==> src/rtl/fetch_pkg.sv <==
// fetch_pkg: shared constants for the IF-stage fetch sequencer.
// FSM state encoding, default NOP and the PC increment helper.
package fetch_pkg;

  localparam int XLEN = 32;

  localparam logic [1:0] ISSUE = 2'd0;
  localparam logic [1:0] WAIT  = 2'd1;
  localparam logic [1:0] DROP  = 2'd2;

  localparam logic [XLEN-1:0] NOP_INSTR = 32'h0000_0013;

  function automatic logic [XLEN-1:0] pcPlus4(
    input logic [XLEN-1:0] pc
  );
    return pc + 32'd4;
  endfunction

endpackage

==> src/rtl/fetch_hold_buf.sv <==
// fetch_hold_buf: one-entry {instr,pc} skid buffer used when
// decode is stalled as a response arrives. Clear beats push/pop.
module fetch_hold_buf
  import fetch_pkg::*;
(
  input  logic            clk,
  input  logic            rst,
  input  logic            push,
  input  logic            pop,
  input  logic            clear,
  input  logic [XLEN-1:0] pushInstr,
  input  logic [XLEN-1:0] pushPc,
  output logic            full,
  output logic [XLEN-1:0] instr,
  output logic [XLEN-1:0] pc
);

  // Entry register: a push refills even when popped the same cycle.
  always_ff @(posedge clk) begin
    if (rst) begin
      full  <= 1'b0;
      instr <= '0;
      pc    <= '0;
    end else if (clear) begin
      full <= 1'b0;
    end else if (push) begin
      full  <= 1'b1;
      instr <= pushInstr;
      pc    <= pushPc;
    end else if (pop) begin
      full <= 1'b0;
    end
  end

endmodule

==> src/rtl/fetch_sequencer.sv <==
// fetch_sequencer: IF-stage sequencer, one outstanding imem request.
// Define FETCH_PERF_CNT_EN to add perf_fetched/perf_dropped counters.
module fetch_sequencer #(
  parameter logic [31:0] RESET_PC  = 32'h0000_0000,
  parameter logic [31:0] NOP_INSTR = fetch_pkg::NOP_INSTR
) (
  input  logic        clk,
  input  logic        rst,
  input  logic        PCSrcE,
  input  logic [31:0] PCTargetE,
  input  logic        StallD,
  output logic        imem_req,
  output logic [31:0] imem_addr,
  input  logic        imem_gnt,
  input  logic        imem_rvalid,
  input  logic [31:0] imem_rdata,
  output logic [31:0] InstrD,
  output logic [31:0] PCD,
  output logic [31:0] PCPlus4D,
  output logic        ValidD
`ifdef FETCH_PERF_CNT_EN
  ,
  output logic [31:0] perf_fetched,
  output logic [31:0] perf_dropped
`endif
);

  import fetch_pkg::ISSUE;
  import fetch_pkg::WAIT;
  import fetch_pkg::DROP;
  import fetch_pkg::pcPlus4;

  logic [1:0]  state;
  logic [1:0]  stateNext;
  logic [31:0] pcF;
  logic [31:0] pendPc;

  logic        grant;
  logic        respKeep;
  logic        respDrop;
  logic        ifidFree;
  logic        loadHold;
  logic        loadResp;
  logic        pushHold;

  logic        holdFull;
  logic [31:0] holdInstr;
  logic [31:0] holdPc;

  assign imem_addr = pcF;
  assign grant     = imem_req && imem_gnt;
  assign ifidFree  = !ValidD || !StallD;

  assign respKeep  = (state == WAIT) && imem_rvalid && !PCSrcE;
  assign respDrop  = imem_rvalid &&
                     ((state == DROP) ||
                      ((state == WAIT) && PCSrcE));

  assign loadHold  = holdFull && ifidFree && !PCSrcE;
  assign loadResp  = respKeep && ifidFree && !holdFull;
  assign pushHold  = respKeep && !loadResp;

  fetch_hold_buf u_hold (
    .clk       (clk),
    .rst       (rst),
    .push      (pushHold),
    .pop       (loadHold),
    .clear     (PCSrcE),
    .pushInstr (imem_rdata),
    .pushPc    (pendPc),
    .full      (holdFull),
    .instr     (holdInstr),
    .pc        (holdPc)
  );

  // FSM state register.
  always_ff @(posedge clk) begin
    if (rst) state <= ISSUE;
    else     state <= stateNext;
  end

  // Next state: a redirect with a request in flight must drop its response.
  always_comb begin
    stateNext = state;
    unique case (state)
      ISSUE: begin
        if (grant) stateNext = PCSrcE ? DROP : WAIT;
      end
      WAIT: begin
        if (imem_rvalid) stateNext = ISSUE;
        else if (PCSrcE) stateNext = DROP;
      end
      DROP: begin
        if (imem_rvalid) stateNext = ISSUE;
      end
      default: stateNext = ISSUE;
    endcase
  end

  // Request only when idle and there is room to park the answer.
  always_comb begin
    imem_req = 1'b0;
    if (!rst && (state == ISSUE) && !holdFull) imem_req = 1'b1;
  end

  // Fetch PC and the address of the request in flight.
  always_ff @(posedge clk) begin
    if (rst) begin
      pcF    <= RESET_PC;
      pendPc <= RESET_PC;
    end else begin
      if (PCSrcE)        pcF <= PCTargetE;
      else if (respKeep) pcF <= pcPlus4(pendPc);
      if (grant)         pendPc <= pcF;
    end
  end

  // IF/ID register: redirect, then hold, then response, then consume.
  always_ff @(posedge clk) begin
    if (rst) begin
      ValidD   <= 1'b0;
      InstrD   <= NOP_INSTR;
      PCD      <= '0;
      PCPlus4D <= '0;
    end else if (PCSrcE) begin
      ValidD <= 1'b0;
      InstrD <= NOP_INSTR;
    end else if (loadHold) begin
      ValidD   <= 1'b1;
      InstrD   <= holdInstr;
      PCD      <= holdPc;
      PCPlus4D <= pcPlus4(holdPc);
    end else if (loadResp) begin
      ValidD   <= 1'b1;
      InstrD   <= imem_rdata;
      PCD      <= pendPc;
      PCPlus4D <= pcPlus4(pendPc);
    end else if (ValidD && !StallD) begin
      ValidD <= 1'b0;
      InstrD <= NOP_INSTR;
    end
  end

`ifdef FETCH_PERF_CNT_EN
  // Count delivered and discarded responses, wrapping.
  always_ff @(posedge clk) begin
    if (rst) begin
      perf_fetched <= '0;
      perf_dropped <= '0;
    end else begin
      if (respKeep) perf_fetched <= perf_fetched + 32'd1;
      if (respDrop) perf_dropped <= perf_dropped + 32'd1;
    end
  end
`endif

endmodule

==> config.mk <==
export PLATFORM = sky130hd
export DESIGN_NAME = fetch_sequencer
export DESIGN_NICKNAME = d
export VERILOG_FILES = /design/src/rtl/fetch_pkg.sv /design/src/rtl/fetch_hold_buf.sv /design/src/rtl/fetch_sequencer.sv
export SDC_FILE = /design/constraint.sdc
export NUM_CORES = 1
export LEC_CHECK = 0
export CORE_UTILIZATION = 45
export CTS_CLUSTER_DIAMETER = 150
export DETAILED_ROUTE_END_ITERATION = 10
export GPL_TIMING_DRIVEN = 0
export PLACE_DENSITY = 0.72
export RECOVER_POWER = 50
export SETUP_SLACK_MARGIN = 0.4
export SKIP_LAST_GASP = 1
export SLEW_MARGIN = 0
export SYNTH_ARGS = -nofsm -noshare
export SYNTH_HDL_FRONTEND = slang
export SYNTH_SLANG_ARGS = --single-unit
==> constraint.sdc <==
create_clock -name clk -period 7 [get_ports clk]
set_clock_uncertainty 0.2 [all_clocks]
set_input_delay 1.4 -clock clk [delete_from_list [all_inputs] [get_ports clk]]
set_output_delay 1.4 -clock clk [all_outputs]
set_load 0.01 [all_outputs]
==> impl_summary.log <==
[metrics] critical path class: input port to register
[metrics] Critical path origin: imem_rvalid
[metrics] row cnt: 53
[metrics] static leakage: 0.00454 µW
[metrics] number of enable flip-flop cells after synthesis: 0
[metrics] post-synthesis cell count: 1274
[metrics] fraction of the yosys area taken by sequential cells: 45.8%
[metrics] Post-DRT Antenna Nets: 0
[metrics] warning count from the yosys run: 0
[metrics] clock insertion delay at the later pin of the skew report: about 0.53 ns
[metrics] antenna violations before repair: 3
[metrics] die height: 150 µm
[metrics] IO Count: 200
[metrics] maximum count of clock buffers along a single path: 3
[metrics] average wire length per cell after detail routing: between 15 and 20 µm
[metrics] main flop type after synthesis: dfxtp_1
[metrics] DR DRC count: 0
[metrics] setup repair after global routing missed its margin: no
[metrics] capturing element of the worst setup path: PCPlus4D[5]$_SDFFE_PP0P_
[metrics] worst path arrival time: 5.00 ns
[metrics] count of hold buffers inserted by post-cts repair: 0
[metrics] fraction of registers with async set/reset: 0%
[metrics] clock input transition at the sequential cells of the worst setup and hold paths: about 0.06 ns
[metrics] grt total ovfl: 0
[metrics] multi-input gate area in the final layout: 4880 µm²
[metrics] Post-Syn Area per Cell: 7.76 µm²
[metrics] number of instances resized during post-cts repair: 0
[metrics] achievable clock frequency: around 210 MHz
[metrics] Pwr Density: roughly 220 nW/µm²
[metrics] total number of nets in the final design: 1570
[metrics] buffer type at the clock tree root: clkbuf_16
[metrics] sequential cell area: about 4500 µm²
[metrics] number of buffers created by CTS: 23
[metrics] Fin Setup TNS: 0 ns
[metrics] result of the run: finished clean
[metrics] # Max-Cap Violations: 0
[metrics] post-synthesis instance area: 9880 µm²
[metrics] launching element type of the critical path: input port
[metrics] Post-CTS Setup Inserts: 0
[metrics] cell count of the worst reg-to-reg path: 6
[metrics] routed vias/inst: 5.86
[metrics] worst slew slack as a fraction of its limit: 25.5%
[metrics] Critical Path Sink Type: register
[metrics] Post-Syn Nets: approximately 1.3k
[metrics] minimum setup slack among reg-to-reg paths: 3.28 ns
[metrics] drt initial violations: between 1k and 1.5k
[metrics] # port buffers: 198
[metrics] number of unique standard cell types used by synthesis: 53
[metrics] total number of H-tree levels: 1
[metrics] number of setup violations in the final report: 0
[metrics] Period Utilization, post-route: around two thirds
[metrics] global-route wire length before repair: 54000 µm
[metrics] GRT Resource Usage Total: between 30% and 40%
[metrics] shortest clock period the worst path allows after layout: ~4.7 ns
[metrics] die extent in x: around 150 µm
[metrics] CTS tree: done
[metrics] total core area: 21300 µm²
[metrics] maximum number of pins on one net before global-route repair: 15
[metrics] DPL Wire Length: approximately 26000 µm
[metrics] flop and latch count out of synthesis: 226
[metrics] origin of the worst min-delay path: PCPlus4D[4]$_SDFFE_PP0P_
[metrics] clock sinks: 226
[metrics] Worst VDD drop: between 0.15 and 0.2 mV
[metrics] area grow syn2layout: 31.8%
[metrics] final count of pins violating max slew: 0
[metrics] Crit Path Max Fanout: 10
[metrics] via count of the first global-routing pass: 9823
[metrics] measured slew at the worst slew-check pin: 1.12 ns
[metrics] Final Total Pwr: approximately 2800 µW
[metrics] reg-to-reg endpoint: PCPlus4D[5]$_SDFFE_PP0P_
[metrics] launching point of the worst reg2reg path: state[1]$_SDFFE_PP0P_
[metrics] Starting Density: 46.4%
[metrics] weighted congestion reported at the end of routability-driven placement: 0.973
[metrics] final wirelength: 35400 µm
[metrics] Final Hold Viols: 0
[metrics] Hold Crit Class: register to register
[metrics] number of search-and-repair iterations in the first detailed-routing pass: 6
[metrics] die footprint: ~23000 µm²
[metrics] total number of vias: 10.5k
[metrics] FILL cells: 1948
[metrics] fraction of layout cells with a size suffix above 1: 3.96%
[metrics] required time at the endpoint of the critical path: 7.25 ns
[per-stage QoR]
stage | setup slack, ns | hold slack (ns) | util [%] | area [µm²] | cells
after CTS | 2.38 | 0.258 | 61.2 | 13000 | 1790
final | 2.25 | 0.256 | 61.2 | 13000 | 1791
after global routing | 2.28 | 0.275 | 61.2 | 13000 | 1791
after detailed placement | 2.03 | 0.249 | 57.4 | 12200 | 1748
after global placement | 2.06 | 0.242 | 57.3 | 12200 | 1747
after floorplan | 3.33 | 0.236 | - | 9880 | 1274
[synthesized netlist by cell type, drive strengths merged, types with 3 or more instances]
library cell,instances,area (µm²)
nor2b,4,25.0
mux2,3,33.8
clkbuf,104,390
nand3,23,120
xor2,13,114
a211oi,6,45.0
nor4,18,125
xnor2,21,184
o21ai,32,160
dfxtp,226,4520
nor2,105,394
o32ai,11,96.3
o22ai,15,93.8
nand4,22,153
and2,3,18.8
and3,14,87.6
a21oi,142,711
or4,5,41.3
buf,12,56.3
nand2,330,1240
inv,10,37.5
a31o,8,70.1
or3,6,37.5
a21o,3,22.5
a222oi,29,290
o211ai,6,45.0
o21a,4,30.0
o31a,6,52.6
a311oi,34,298
nor3,32,160
o31ai,3,22.5
o221ai,3,26.3
[report_power, final]
part	switching [µW]	internal [µW]	total [µW]	leakage [µW]
combinational	106	82.1	188	0.00232
clock	537	769	1310	0.000389
sequential	20.2	1310	1330	0.00183
[worst min path at each step]
stage	to	cells after the start
6_report	PCPlus4D[4]$_SDFFE_PP0P_	2
5_1_grt	u_hold.pc[1]$_SDFFE_PP0P_	2
4_1_cts	u_hold.instr[28]$_SDFFE_PP0P_	2
3_5_place_dp	u_hold.instr[2]$_SDFFE_PP0P_	2
3_3_place_gp	u_hold.instr[3]$_SDFFE_PP0P_	2
2_1_floorplan	u_hold.instr[10]$_SDFFE_PP0P_	2
[worst max-delay path, cell delays in order]
cell	delay, ns
dlygate4sd3_1	0.59
nand3b_1	0.41
a21boi_1	1.03
clkbuf_1	0.70
buf_1	0.53
nand3_1	0.17
a21oi_1	0.16
[per-layer routing]
layer / track usage (%) / routed length [µm] / vias up / share of wire [%]
li1: - / - / 4961 / -
met1: 40.5 / 14100 / 4873 / 40
met2: 49.8 / 16100 / 585 / 46
met3: 7.33 / 4170 / 80 / 12
met4: 11.5 / 998 / 2 / 2.8
met5: 0 / 12 / - / 0.034
[cells by family (layout without fill, tap and decap cells)]
kind of cell    after synthesis  after routing  share of synthesized area [%]
flops                       226            226                           45.8
simple gates                571            571                           25.0
buf+inv                     126            367                           4.90
fa+ha+maj                     2              2                          0.253
compound gates              312            312                           20.7
mux                           3              3                          0.342
other cells                   0              1                              0
xor+xnor                     34             34                           3.01
[area by class of cell]
class	instances	share of cell area (%)
clock buffer	30	5.01
clock inverter	12	1.12
tap	275	2.64
multi-input combinational	922	37.5
buffer	116	3.43
inverter	10	0.288
sequential	226	34.7
timing repair buffer	199	15.3
antenna	1	0.0192
[cells in the final DEF, fill, tap and decap left out, drive strengths merged, types with 8 or more instances in the layout]
cell type,synthesis,routed
inv,10,11
dlygate4sd3,0,131
nor4,18,18
xnor2,21,21
nand3,23,23
dfxtp,226,226
clkdlybuf4s50,0,67
xor2,13,13
a222oi,29,29
clkbuf,104,134
a311oi,34,34
o32ai,11,11
nand2,330,330
nor2,105,105
a21oi,142,142
o22ai,15,15
nor3,32,32
buf,12,13
a31o,8,8
o21ai,32,32
and3,14,14
nand4,22,22
[registers in the layout, indices dropped and copies added, names as in the netlist]
register / count
u_hold.full: 1
PCD: 32
u_hold.instr: 32
InstrD: 32
u_hold.pc: 32
pendPc: 32
ValidD: 1
PCPlus4D: 30
imem_addr: 32
state: 2
(Power assumes the default switching activity.)
